## config.mk

```make
export PLATFORM = sky130hd
export DESIGN_NAME = serial_sub_flat
export DESIGN_NICKNAME = d
export VERILOG_FILES = /design/src/rtl/serial_sub_if.sv /design/src/rtl/serial_sub.sv /design/src/flat_wrapper.sv
export SDC_FILE = /design/constraint.sdc
export NUM_CORES = 1
export LEC_CHECK = 0
export CAP_MARGIN = 20
export CORE_AREA = 2 2 63 65
export CTS_CLUSTER_SIZE = 14
export DETAILED_ROUTE_END_ITERATION = 7
export DIE_AREA = 0 0 65 67
export HOLD_SLACK_MARGIN = 0.12
export PLACE_DENSITY = 0.76
export REMOVE_ABC_BUFFERS = 1
export SYNTH_ARGS = -nofsm -noshare
export SYNTH_HDL_FRONTEND = slang
export SYNTH_SLANG_ARGS = --single-unit
```

## constraint.sdc

```tcl
create_clock -name clk -period 2 [get_ports clk]
set_clock_uncertainty 0.05 [all_clocks]
set_input_delay 0.2 -clock clk [delete_from_list [all_inputs] [get_ports clk]]
set_output_delay 0.2 -clock clk [all_outputs]
set_load 0.03 [all_outputs]
```

## src/rtl/serial_sub_if.sv

```systemverilog
// rtl/serial_sub_if.sv - start/operand/result bundle for the bit-serial subtractor
interface serial_sub_if #(parameter int WIDTH = 8);
  logic             start;
  logic [WIDTH-1:0] a;
  logic [WIDTH-1:0] b;
  logic             busy;
  logic             done;
  logic [WIDTH-1:0] diff;
  logic             borrow_out;

  modport master (
    output start, a, b,
    input  busy, done, diff, borrow_out
  );

  modport slave (
    input  start, a, b,
    output busy, done, diff, borrow_out
  );
endinterface

```

## src/rtl/serial_sub.sv

```systemverilog
// rtl/serial_sub.sv - bit-serial unsigned subtractor, one full-subtractor cell, LSB first
module serial_sub #(
  parameter int WIDTH = 8
) (
  input  logic        clk,
  input  logic        rst,
  serial_sub_if.slave bus
);
  localparam int CW = $clog2(WIDTH) + 1;
  localparam logic [CW-1:0] LAST = CW'(WIDTH - 1);

  localparam logic [1:0] IDLE = 2'd0;
  localparam logic [1:0] RUN  = 2'd1;
  localparam logic [1:0] DONE = 2'd2;

  logic [1:0]       state;
  logic [WIDTH-1:0] sh_a;
  logic [WIDTH-1:0] sh_b;
  logic [WIDTH-1:0] sh_r;
  logic [WIDTH-1:0] diff_q;
  logic             br;
  logic             borrow_q;
  logic [CW-1:0]    cnt;

  logic x, y, d, br_next;

  always_comb begin
    x       = sh_a[0];
    y       = sh_b[0];
    d       = x ^ y ^ br;
    br_next = (~x & y) | (~x & br) | (y & br);
  end

  always_ff @(posedge clk) begin
    if (rst) begin
      state    <= IDLE;
      sh_a     <= '0;
      sh_b     <= '0;
      sh_r     <= '0;
      diff_q   <= '0;
      br       <= 1'b0;
      borrow_q <= 1'b0;
      cnt      <= '0;
    end else begin
      case (state)
        IDLE: begin
          if (bus.start) begin
            sh_a  <= bus.a;
            sh_b  <= bus.b;
            br    <= 1'b0;
            cnt   <= '0;
            state <= RUN;
          end
        end
        RUN: begin
          sh_a <= sh_a >> 1;
          sh_b <= sh_b >> 1;
          sh_r <= {d, sh_r[WIDTH-1:1]};
          br   <= br_next;
          cnt  <= cnt + 1'b1;
          // The last bit is folded in here so diff never sees a partial result.
          if (cnt == LAST) begin
            diff_q   <= {d, sh_r[WIDTH-1:1]};
            borrow_q <= br_next;
            state    <= DONE;
          end
        end
        DONE:    state <= IDLE;
        default: state <= IDLE;
      endcase
    end
  end

  assign bus.busy       = (state == RUN);
  assign bus.done       = (state == DONE);
  assign bus.diff       = diff_q;
  assign bus.borrow_out = borrow_q;
endmodule

```

## src/flat_wrapper.sv

```systemverilog
// flat-port wrapper written by rule: the top's interface ports become plain ports
module serial_sub_flat 
#(
  parameter int WIDTH = 8
)
  (clk, rst, bus_start, bus_a, bus_b, bus_busy, bus_done, bus_diff, bus_borrow_out);
  serial_sub_if #(.WIDTH(WIDTH)) bus_i ();
  input  logic clk;
  input  logic rst;
  input wire logic [$bits(bus_i.start)-1:0] bus_start;
  input wire logic [$bits(bus_i.a)-1:0] bus_a;
  input wire logic [$bits(bus_i.b)-1:0] bus_b;
  output wire logic [$bits(bus_i.busy)-1:0] bus_busy;
  output wire logic [$bits(bus_i.done)-1:0] bus_done;
  output wire logic [$bits(bus_i.diff)-1:0] bus_diff;
  output wire logic [$bits(bus_i.borrow_out)-1:0] bus_borrow_out;
  assign bus_i.start = bus_start;
  assign bus_i.a = bus_a;
  assign bus_i.b = bus_b;
  assign bus_busy = bus_i.busy;
  assign bus_done = bus_i.done;
  assign bus_diff = bus_i.diff;
  assign bus_borrow_out = bus_i.borrow_out;
  serial_sub #(.WIDTH(WIDTH)) u_core (.clk(clk), .rst(rst), .bus(bus_i));
endmodule
```

Yosys cells after proc, flatten, opt, wreduce, memory -nomap -nowiden
Index checks and enable logic that the tools add are counted.

word-level totals
  output and inout port bits = 11
  word-level logic and storage cells = 38
  register bits after elaboration = 40

operators by class
  bitwise operators = 8
  reduce and logical (&&, ||, !) cells = 5
  mux-type cells = 11
  eq/ne operators = 5
  $add $sub $neg = 1

operator list
  cell                                                                      number
  8-bit one-hot mux with 2 select lines                                     2
  8-bit 2-to-1 mux                                                          2
  4-bit one-hot mux with 2 select lines                                     1
  2-bit AND reduction                                                       3
  4-bit by 1-bit adder with 4-bit output (second input constant)            1
  4-bit by 3-bit == test with 1-bit output (second input constant)          1
  2-bit 2-to-1 mux                                                          2
  4-bit 2-to-1 mux                                                          1
  2-bit one-hot mux with 2 select lines                                     1
  1-bit bitwise AND                                                         3
  2-bit by 1-bit == test with 1-bit output (second input constant)          1
  2-bit == test (second input constant)                                     1
  2-bit zero test                                                           1
  2-bit by 1-bit inequality test with 1-bit output (second input constant)  1
  2-bit inequality test (second input constant)                             1
  1-bit bitwise OR                                                          2
  1-bit one-hot mux with 2 select lines                                     1
  2-bit nonzero test                                                        1
  1-bit bitwise XOR                                                         2
  1-bit 2-to-1 mux                                                          1
  1-bit NOT                                                                 1

Logic depth before layout (Yosys ltp)
  depth after elaboration = 5
  depth in mapped cells = 6
  depth with buffers taken out = 4

Worst setup path before layout
No wires, ideal clock.

  path type = reg2out
  from = register u_core.state[1]
  to = output bus_done
  buffers on the path = 2
  arrival = 1.171 ns
  stages on the path, launching flop included = 4
  required time = 1.750 ns
  slack = 0.579 ns
  cell sequence = dfxtp_1 -> buf_6 -> clkbuf_1 -> nor2b_1

between the ends
  word-level cells in the longest chain between the ends = 1

RTL lines
  item                    line                text
  start, declared         serial_sub.sv:16    logic [1:0] state;
  start signal, assigned  serial_sub.sv:36    state <= IDLE;
  start signal, assigned  serial_sub.sv:52    state <= RUN;
  start signal, assigned  serial_sub.sv:65    state <= DONE;
  2-bit == test           serial_sub.sv:75    assign bus.done = (state == DONE);
  end, declared           flat_wrapper.sv:14  output wire logic [$bits(bus_i.done)-1:0] bus_done;

No other way between the ends.

Worst setup path after layout
  from = register u_core.state[1]
  to = output bus_busy

between the ends
  word-level cells in the longest chain between the ends = 1

RTL lines
  item                                      line                text
  2-bit by 1-bit == test with 1-bit output  serial_sub.sv:74    assign bus.busy = (state == RUN);
  end, declared                             flat_wrapper.sv:13  output wire logic [$bits(bus_i.busy)-1:0] bus_busy;

No other way between the ends.

==> impl_metrics.json <==
{
  "dp_hpwl_um": 2320,
  "path_class": "flop to output port",
  "drtPass1Iterations": 4,
  "grt_pass1_vias": 1489,
  "netlist_instances": 225,
  "synth_edf_count": 0,
  "hold_violations": 0,
  "setup_viol_count_final": 0,
  "end_kind": "output port",
  "cp_slowest_stage_delay_ns": 0.65,
  "max-slew-margin-rel_pct": 68.4,
  "postPlaceCellArea_um2": 2170,
  "post_cts_buffers": 0,
  "hold_buffers": 0,
  "ys.flop_type": "dfxtp_1",
  "syn2layout_area_growth_pct": 21.5,
  "r2r-end": "u_core.bus.diff[7]",
  "ctsResizeCount": 0,
  "antennaDiodeCount": 0,
  "min_period_over_period_pct": 85.1,
  "swShare_pct": 26.4,
  "crit_path_cell_trace": "nand2b_4 > inv_2 > clkdlybuf4s50_1",
  "antenna_found_initial": 0,
  "clock_path_buffers": 2,
  "r2r_start": "u_core.cnt[0]",
  "drive_above_1_share_pct": 17.5,
  "worst_ir_drop_vdd_mv": 0.335,
  "grt.busiest_layer": "met2",
  "power.density_nw_per_um2": 698,
  "setup-tns-final_ns": 0,
  "grtUsageMet3_pct": 5.57,
  "drv_cap": 0,
  "cp.arrival_ns": 1.45,
  "clk_pin_slew_ns": 0.08,
  "start_kind": "flop",
  "synthDistinctLibCells": 30,
  "fin_cells": 299,
  "cts_tree": "built",
  "cts-buffers-inserted": 5,
  "via_count": 1549,
  "drc": 0,
  "fillers": 325,
  "wl_per_cell_um": 11.9,
  "fin_area_um2": 2250,
  "grt_pass1_wl_um": 6380,
  "dp.cells": 291,
  "slew_viol_final": 0,
  "net-switching-power_w": 0.000415,
  "netlist_area_um2": 1860,
  "htree_levels": 2,
  "grt_util_met1_pct": 23.2,
  "rsz0062_at_grt": "no",
  "r2r_setup_slack_ns": 0.54,
  "antenna_left": 0,
  "critPathLaunch": "u_core.state[1]",
  "die-area_um2": 4360,
  "crit_slowest_cell": "clkdlybuf4s50_1",
  "overflow": 0,
  "ios": 30,
  "start_util_pct": 51.5,
  "gp_congestion": 0.695,
  "min_period_ns": 1.70,
  "crit_end": "bus_busy",
  "path_delay_family": "buffers and inverters",
  "rr_worst_depth": 5,
  "avgSynthCellArea_um2": 8.25,
  "min_path_type": "flop to flop",
  "cp.depth": 3,
  "seqPwrFrac_pct": 53.3,
  "die_w_um": 65,
  "status": "finished clean",
  "crit_fanout": 2,
  "pwr-share-clk_pct": 33.5,
  "insertion_delay_ns": 0.29,
  "leakagePower_nw": 0.860,
  "yosys_warnings": 0,
  "die_y_um": 67,
  "synthArstFlopShare_pct": 0,
  "ys_seq_area_share_pct": 42.1,
  "core_um2": 3610,
  "use_met2_pct": 31.4,
  "num_rows": 22,
  "grt.total_usage_pct": 18.9,
  "intPower_w": 0.00116,
  "cts_sinks": 39,
  "drt_iter0_markers": 54,
  "yosys_register_bits": 39,
  "worst_pin_slew_ns": 0.473,
  "nets": 271,
  "cts-root-buf": "clkbuf_8",
  "port-buffer-count": 29,
  "pwr-share-comb_pct": 13.2,
  "via_per_inst": 5.18,
  "critPathBufInv": 2,
  "routed_wl_um": 3560,
  "grt_max_degree": 35,
  "cp.required_ns": 1.75,
  "power_w": 0.00157,
  "fmax_ghz": 0.588
}
==> power by group through the flow <==
stage / registers (W) / logic (W) / clock network [W]
floorplan: 0.000854 / 0.000112 / 0
global placement: 0.000856 / 0.000204 / 0
detailed placement: 0.000856 / 0.000209 / 0
CTS: 0.000838 / 0.000210 / 0.000543
global route: 0.000843 / 0.000233 / 0.000574
finish: 0.000838 / 0.000207 / 0.000528
==> synthesized netlist by cell type, types with 3 or more instances <==
cell      number  area [um2]
nand2_1       16        60.1
nor2b_1        6        37.5
clkbuf_1       7        26.3
a21bo_2        8        80.1
buf_4          3        22.5
inv_1         14        52.6
nor2_1        32         120
buf_6          3        33.8
dfxtp_1       39         781
buf_2          7        35.0
a21oi_1       46         230
o221a_2       14         158
nand3_1       10        50.1
==> how the worst min path moves through the flow <==
stage	startpoint	endpoint	slack [ns]	cells past startpoint
after floorplan	rst	u_core.bus.diff[7]	0.21	1
after global placement	u_core.sh_r[1]	u_core.sh_r[1]	0.40	2
after detailed placement	u_core.sh_r[1]	u_core.sh_r[1]	0.40	2
after CTS	u_core.sh_r[1]	u_core.sh_r[1]	0.42	2
after global routing	u_core.sh_r[1]	u_core.sh_r[1]	0.43	2
final	u_core.sh_r[1]	u_core.sh_r[1]	0.42	2
==> per-stage QoR <==
stage	util [%]	hold slack (ns)	setup slack, ns
after floorplan	-	0.215	0.0448
after CTS	62.5	0.416	0.284
after global placement	60.1	0.399	0.551
final	62.5	0.418	0.298
after detailed placement	60.1	0.405	0.522
after global routing	62.5	0.434	0.230
==> sequential cells by signal, indices dropped and copies added (netlist names) <==
| name | cells |
|---|---|
| u_core.sh_r | 7 |
| u_core.bus.borrow_out | 1 |
| u_core.br | 1 |
| u_core.bus.diff | 8 |
| u_core.sh_b | 8 |
| u_core.sh_a | 8 |
| u_core.cnt | 4 |
| u_core.state | 2 |
==> cells in the final DEF, fill, tap and decap left out, types with 5 or more instances in the layout <==
master	n
clkbuf_8	5
nand2_1	16
clkdlybuf4s50_1	28
dfxtp_1	39
a21bo_2	8
nor2b_1	6
nand3_1	10
inv_1	14
a21oi_1	46
buf_4	9
nor2_1	32
o221a_2	14
==> cells by family after synthesis <==
kind of cell | after synthesis | synth area share (%)
fa+ha+maj | 2 | 1.75
compound gates | 78 | 29.2
buf+inv | 35 | 9.37
mux | 1 | 0.539
simple gates | 70 | 17.1
flops | 39 | 42.1
==> per-layer routing <==
| metal | vias up | part of all wire, % |
|---|---|---|
| met1 | 700 | 50 |
| met3 | 2 | 3.5 |
| li1 | 825 | - |
| met4 | 0 | 0.76 |
| met5 | - | 0 |
| met2 | 22 | 46 |
==> final cells by class <==
cell class,instances,area (um2),area share (%)
Multi-Input combinational cell,151,901,40.0
Sequential cell,39,781,34.6
Timing Repair Buffer,38,368,16.3
Clock buffer,5,68.8,3.05
Tap cell,48,60.1,2.66
Inverter,15,56.3,2.50
Clock inverter,3,20.0,0.888
==> worst register-to-register path, cell delays in order, from the launching register on <==
cell and delay (ns):
dfxtp_1 0.33, ha_1 0.22, and3b_1 0.26, buf_12 0.18, and2_1 0.16, a211oi_2 0.19
(Power assumes the default switching activity.)
